`config.mk`:
```
export PLATFORM = sky130hd
export DESIGN_NAME = versa_rp_multi
export DESIGN_NICKNAME = d
export VERILOG_FILES = /design/src/rtl/versa_rp_multi.sv
export SDC_FILE = /design/constraint.sdc
export NUM_CORES = 1
export LEC_CHECK = 0
export ABC_AREA = 1
export CAP_MARGIN = 10
export CORE_UTILIZATION = 52
export CTS_CLUSTER_DIAMETER = 50
export DETAILED_ROUTE_END_ITERATION = 10
export PLACE_DENSITY = 0.83
export SYNTH_ARGS = -nofsm -noshare
export SYNTH_HDL_FRONTEND = slang
export SYNTH_SLANG_ARGS = --single-unit
```
`constraint.sdc`:
```
create_clock -name clk -period 2.2 [get_ports clk]
set_input_delay 0.33 -clock clk [delete_from_list [all_inputs] [get_ports clk]]
set_output_delay 0.33 -clock clk [all_outputs]
set_load 0.03 [all_outputs]
```
`src/rtl/versa_rp_multi.sv`:
```
// -----------------------------------------------------------------------------
// versa_rp_multi
//
// Hardware guard that watches the CPU program counter and the CPU/DMA bus and
// forces a CPU reset when the protected-execution rules are broken. A small
// three-state machine (LOCK / UNLOCK / RESET) tracks whether the authorised
// handler has opened access to the peripheral windows.
//
// Optional feature: define VERSA_RP_CAUSE_EN to add the viol_cause output,
// which records the condition code (1..6) of the last counted violation.
//
// Ports
//   clk        in   system clock, all state on rising edge
//   reset_n    in   asynchronous active-low reset
//   pc         in   current program counter (AW)
//   data_addr  in   CPU data address (AW)
//   data_en    in   CPU data access enable
//   data_wr    in   CPU data write strobe
//   dma_addr   in   DMA address (AW)
//   dma_en     in   DMA access enable
//   ER_min     in   executable region lower bound, inclusive (AW)
//   ER_max     in   executable region upper bound, inclusive (AW)
//   win_en     in   per-window runtime protect enable (NWIN)
//   reset      out  registered reset request to the CPU
//   state_o    out  current state: 00 LOCK, 01 UNLOCK, 10 RESET
//   viol_cnt   out  saturating count of violations taken from LOCK/UNLOCK
//   viol_cause out  (VERSA_RP_CAUSE_EN only) code of last counted violation
// -----------------------------------------------------------------------------
module versa_rp_multi #(
  parameter int                 AW            = 16,
  parameter int                 NWIN          = 2,
  parameter logic [NWIN*AW-1:0] WIN_BASE      = {16'h0038, 16'h0018},
  parameter logic [NWIN*AW-1:0] WIN_SIZE      = {16'h0008, 16'h0020},
  parameter logic [AW-1:0]      SMEM_BASE     = 16'hA000,
  parameter logic [AW-1:0]      SMEM_SIZE     = 16'h4000,
  parameter logic [AW-1:0]      META_MIN      = 16'h0140,
  parameter logic [AW-1:0]      META_SIZE     = 16'h0004,
  parameter logic [AW-1:0]      AUTH_HANDLER  = 16'hA0BE,
  parameter logic [AW-1:0]      RESET_HANDLER = 16'h0000,
  parameter int                 HOLD_CYC      = 4
) (
  input  logic            clk,
  input  logic            reset_n,
  input  logic [AW-1:0]   pc,
  input  logic [AW-1:0]   data_addr,
  input  logic            data_en,
  input  logic            data_wr,
  input  logic [AW-1:0]   dma_addr,
  input  logic            dma_en,
  input  logic [AW-1:0]   ER_min,
  input  logic [AW-1:0]   ER_max,
  input  logic [NWIN-1:0] win_en,
  output logic            reset,
  output logic [1:0]      state_o,
  output logic [7:0]      viol_cnt
`ifdef VERSA_RP_CAUSE_EN
  ,
  output logic [2:0]      viol_cause
`endif
);

  typedef enum logic [1:0] {
    ST_LOCK   = 2'b00,
    ST_UNLOCK = 2'b01,
    ST_RESET  = 2'b10
  } state_t;

  localparam logic [7:0] HOLD_INIT = 8'(HOLD_CYC);

  // Secure memory occupies SMEM_SIZE bytes starting at SMEM_BASE; the end
  // address is exclusive so an ER starting right after it is legal.
  localparam logic [AW:0] SMEM_END = {1'b0, SMEM_BASE} + {1'b0, SMEM_SIZE};

  // Metadata write protection covers [META_MIN, META_MIN+META_SIZE-2]; the
  // last metadata byte stays writable.
  localparam logic        META_ON  = (META_SIZE >= AW'(2));
  localparam logic [AW:0] META_LIM = {1'b0, META_MIN} + {1'b0, META_SIZE}
                                     - (AW+1)'(2);

  // ---------------------------------------------------------------------------
  // Address classification helpers
  // ---------------------------------------------------------------------------
  // Window limit is computed one bit wider so a window ending at the top of
  // the address space does not wrap to a small value.
  function automatic logic win_hit(input logic [AW-1:0]   a,
                                   input logic [NWIN-1:0] en);
    logic          hit;
    logic [AW-1:0] b;
    logic [AW-1:0] s;
    logic [AW:0]   lim;
    hit = 1'b0;
    for (int i = 0; i < NWIN; i++) begin
      b   = WIN_BASE[i*AW +: AW];
      s   = WIN_SIZE[i*AW +: AW];
      lim = {1'b0, b} + {1'b0, s} - (AW+1)'(1);
      if (en[i] && (s != '0) && (a >= b) && ({1'b0, a} <= lim)) begin
        hit = 1'b1;
      end
    end
    return hit;
  endfunction

  function automatic logic prot_hit(input logic [AW-1:0] a,
                                    input logic [AW-1:0] er_lo,
                                    input logic [AW-1:0] er_hi);
    logic in_meta;
    logic in_er;
    in_meta = META_ON && (a >= META_MIN) && ({1'b0, a} <= META_LIM);
    in_er   = (a >= er_lo) && (a <= er_hi);
    return in_meta || in_er;
  endfunction

  // ---------------------------------------------------------------------------
  // Registers
  // ---------------------------------------------------------------------------
  state_t     state_q, state_d;
  logic       reset_q;
  logic [7:0] hold_q, hold_d;
  logic [7:0] cnt_q, cnt_d;

  // ---------------------------------------------------------------------------
  // Condition evaluation
  // ---------------------------------------------------------------------------
  logic       rd_win;
  logic       wr_prot;
  logic       bad_er;
  logic       pc_in_er;
  logic       pc_auth;
  logic       pc_rst;
  logic [2:0] cause_code;
  logic       viol;

  always_comb begin
    rd_win   = (data_en && win_hit(data_addr, win_en)) ||
               (dma_en  && win_hit(dma_addr,  win_en));
    // Each bus contributes its own address: the CPU only when writing, the
    // DMA on any access.
    wr_prot  = (data_wr && prot_hit(data_addr, ER_min, ER_max)) ||
               (dma_en  && prot_hit(dma_addr,  ER_min, ER_max));
    bad_er   = (ER_min >= ER_max) ||
               (({1'b0, ER_min} < SMEM_END) && (ER_max >= SMEM_BASE)) ||
               (ER_min == RESET_HANDLER) || (ER_max == RESET_HANDLER);
    pc_in_er = (pc >= ER_min) && (pc < ER_max);
    pc_auth  = (pc == AUTH_HANDLER);
    pc_rst   = (pc == RESET_HANDLER);
  end

  // Priority encoder: lowest condition number wins. 0 means no violation.
  always_comb begin
    cause_code = 3'd0;
    if (bad_er) begin
      cause_code = 3'd1;
    end else if (pc_auth && wr_prot) begin
      cause_code = 3'd2;
    end else if ((state_q == ST_LOCK) && rd_win) begin
      cause_code = 3'd3;
    end else if ((state_q == ST_UNLOCK) && pc_rst) begin
      cause_code = 3'd4;
    end else if ((state_q == ST_UNLOCK) && rd_win && !pc_in_er) begin
      cause_code = 3'd5;
    end else if ((state_q == ST_UNLOCK) && rd_win && wr_prot) begin
      cause_code = 3'd6;
    end
    viol = (cause_code != 3'd0);
  end

  // ---------------------------------------------------------------------------
  // Next-state logic
  // ---------------------------------------------------------------------------
  always_comb begin
    state_d = state_q;
    hold_d  = hold_q;
    cnt_d   = cnt_q;
    if (viol) begin
      state_d = ST_RESET;
      hold_d  = HOLD_INIT;
      // Violations raised while already resetting only extend the hold.
      if ((state_q != ST_RESET) && (cnt_q != 8'hFF)) begin
        cnt_d = cnt_q + 8'd1;
      end
    end else begin
      unique case (state_q)
        ST_RESET: begin
          if (pc_rst && !rd_win && (hold_q == 8'd0)) begin
            state_d = ST_LOCK;
          end
          if (hold_q != 8'd0) begin
            hold_d = hold_q - 8'd1;
          end
        end
        ST_LOCK: begin
          if (pc_auth && !wr_prot && !rd_win) begin
            state_d = ST_UNLOCK;
          end
        end
        ST_UNLOCK: begin
          if ((pc == ER_max) || wr_prot) begin
            state_d = ST_LOCK;
          end
        end
        default: begin
          state_d = ST_RESET;
          hold_d  = HOLD_INIT;
        end
      endcase
    end
  end

  // Reset output is registered from the next state so a violation seen in
  // cycle n asserts reset in cycle n+1.
  always_ff @(posedge clk or negedge reset_n) begin
    if (!reset_n) begin
      state_q <= ST_RESET;
      reset_q <= 1'b1;
      hold_q  <= HOLD_INIT;
      cnt_q   <= 8'd0;
    end else begin
      state_q <= state_d;
      reset_q <= (state_d == ST_RESET);
      hold_q  <= hold_d;
      cnt_q   <= cnt_d;
    end
  end

`ifdef VERSA_RP_CAUSE_EN
  logic [2:0] cause_q;

  always_ff @(posedge clk or negedge reset_n) begin
    if (!reset_n) begin
      cause_q <= 3'd0;
    end else if (viol && (state_q != ST_RESET)) begin
      cause_q <= cause_code;
    end
  end

  assign viol_cause = cause_q;
`else
  // Without the cause register the condition code only feeds the violation
  // flag.
`endif

  assign reset    = reset_q;
  assign state_o  = state_q;
  assign viol_cnt = cnt_q;

endmodule

```
==> results.cfg <==
[placement]
dp_hpwl_um = 12100
portBuffers = 97
placed_area_um2 = 5980
dp.cells = 923
post-place-ws_ns = -0.691
place_congestion = 0.878

[finish]
stdcell_count = 938
final_util = 0.856
drive_gt1_frac = 0.288
areaGrowthSynthToFinish_pct = 57.9
final_common_cell = nand2_1
insertedDiodeCount = 0
nets = 1038
n_fill_cell = 457
multi_input_area_um2 = 3930
register_area_um2 = 479
final_cell_mix = nand2_1, buf_4, ha_1
fin_area_um2 = 6650

[setup_path]
crit_path_max_fanout = 7
startpoint_type = input port
slowest_stage = dlygate4sd2_1
crit_buf_inv = 3
path_cells = dlygate4sd2_1, inv_2, ha_4, a21oi_1, o21ai_0, a21oi_2, nand3_1, nand2_1, nand2_2, nand2_2, nand2_1, nand2_2, nand2_4, buf_6, nand3_1, nand2_1
reg2reg_from = viol_cnt[0]
arrival_ns = 2.37
r2r_cells = 7
path_class = in -> reg
required_ns = 2.35
r2r_end = viol_cnt[0]
slowest_delay_ns = 0.27
cpLargestDelayFamily = simple AND/OR/NAND/NOR gates
end_kind = flip-flop
r2r_slack_ns = 0.36

[clock_tree]
cts_hold_buf = 0
clock_path_buffers = 2
tritoncts = built
cts_max_level = 1
cts-buffers-inserted = 3
cts_sinks = 19
clock-root-buffer = clkbuf_8
clkTransAtPathRegs_ns = 0.07
insertion_delay_ns = 0.26

[sta]
post-route-period-util = 1.01
fmax_mhz = 452
fin_hold_ws_ns = 0.394
drv_slew = 0
finalHoldViolCount = 0
tightest_slew_ns = 0.700
setup_viol = 6
finalWorstSetupSlack_ns = -0.0131
tns_ns = -0.0366
period_minus_slack_ns = 2.21
skew_ns = 0.00341
max-slew-margin-rel = 0.532

[grt]
antenna_found_initial = 0
grt_pass1_wl_um = 23700
grt_max_degree = 20
first_global_vias = 5325
grt_use_total = 0.347
grt_remaining_overflow = 0

[detailed_routing]
drt_iter0_markers = 430
drt-wirelength-per-cell_um = 17.3
ant_nets = 0
viasPerCell = 5.86
wl_um = 16300
drc = 0
via_count = 5495
drt_first_pass_iters = 5

[yosys]
yosys.area_share.adder = 0.339
synth_warnings = 0
ys.flop_type = dfrtp_1
ys_seq_area_frac = 0.114
netlist_area_um2 = 4210
synth_top_family_by_area = adder cells
synth_edf_count = 0
synth-seq-cells = 19
synth_simple_gate_area_frac = 0.326
syn_area_per_cell_um2 = 6.64
synth.distinct_cells = 33
synth_xor_area_frac = 0.0250
synthesis.nets = 835
synthArstFlopShare = 1.00
syn_inst = 634
synth_mux_area_frac = 0
synth-compound-area-share = 0.113

[floorplan]
rows = 32
core_area_um2 = 7770
ios = 98
start_util = 0.542
die_area_um2 = 8460
die_h_um = 92.0
die_w_um = 92.0

[power]
total_power_mw = 2.15
power_leakage_nw = 3.63
powerDensity_nw_per_um2 = 323
irDropWorstVdd_mv = 0.275

[run]
maxCapViolations = 0

[outcome]
failed_checks = setup timing
status = complete, but fails checks

[worst_hold_path]
hp-class = in -> async
## synthesized netlist by cell type (all sizes together) (6+ instances only)
cell type	n	share of area
a21oi	55	0.065
dfrtp	16	0.095
ha	114	0.34
inv	91	0.081
nand2	157	0.14
nand3	30	0.036
nand4	21	0.031
nor2	60	0.055
nor3	24	0.031
nor4	10	0.018
o21a	6	0.011
o21ai	19	0.023
xor2	11	0.023
## layer usage
layer | global-route usage | wire length (um) | part of all wire | up-vias
li1 | - | - | - | 2560
met1 | 0.410 | 6170 | 0.38 | 2507
met2 | 0.638 | 7860 | 0.48 | 336
met3 | 0.0348 | 1340 | 0.083 | 92
met4 | 0.139 | 872 | 0.054 | 0
met5 | 0 | 0 | 0 | -
## kinds of logic (layout without fill, tap and decap cells)
logic type                 count (synthesis)  count (layout)
DFF                                       19              19
and+or+nand+nor                          310             310
adders and majority gates                114             114
buffers and inverters                     92             294
xor gates and xnor gates                  12              12
AOI/OAI and AO/OA                         87              87
## sequential cells by signal, summed over array words and instances (netlist names)
signal and cells:
viol_cnt 8, state_o 2, hold_q 8, reset 1
## report_power, final
| group | switching, mW | internal [mW] |
|---|---|---|
| combinational | 0.789 | 0.656 |
| sequential | 0.0476 | 0.407 |
| clock | 0.123 | 0.129 |
## how the worst max path moves through the flow
stage | start | end | cells after the start
after floorplan | ER_max[13] | viol_cnt[6] | 17
after detailed placement | ER_min[13] | viol_cnt[3] | 16
after global placement | ER_min[13] | viol_cnt[6] | 16
after CTS | ER_max[1] | hold_q[3] | 20
after global routing | ER_max[7] | viol_cnt[5] | 18
final | ER_min[15] | viol_cnt[2] | 16
## area by class of cell
type,count,area share
Sequential cell,19,0.0721
Clock buffer,4,0.00677
Multi-Input combinational cell,523,0.590
Tap cell,102,0.0192
Inverter,91,0.0517
Timing Repair Buffer,199,0.260
## timing repair
action                                  in CTS  in global routing
pin swaps                                   35                 43
resized for setup                          117                108
endpoints found under the setup margin      19                 19
setup buffers                                8                  3
No activity file was read; power rests on OpenSTA's default activity.
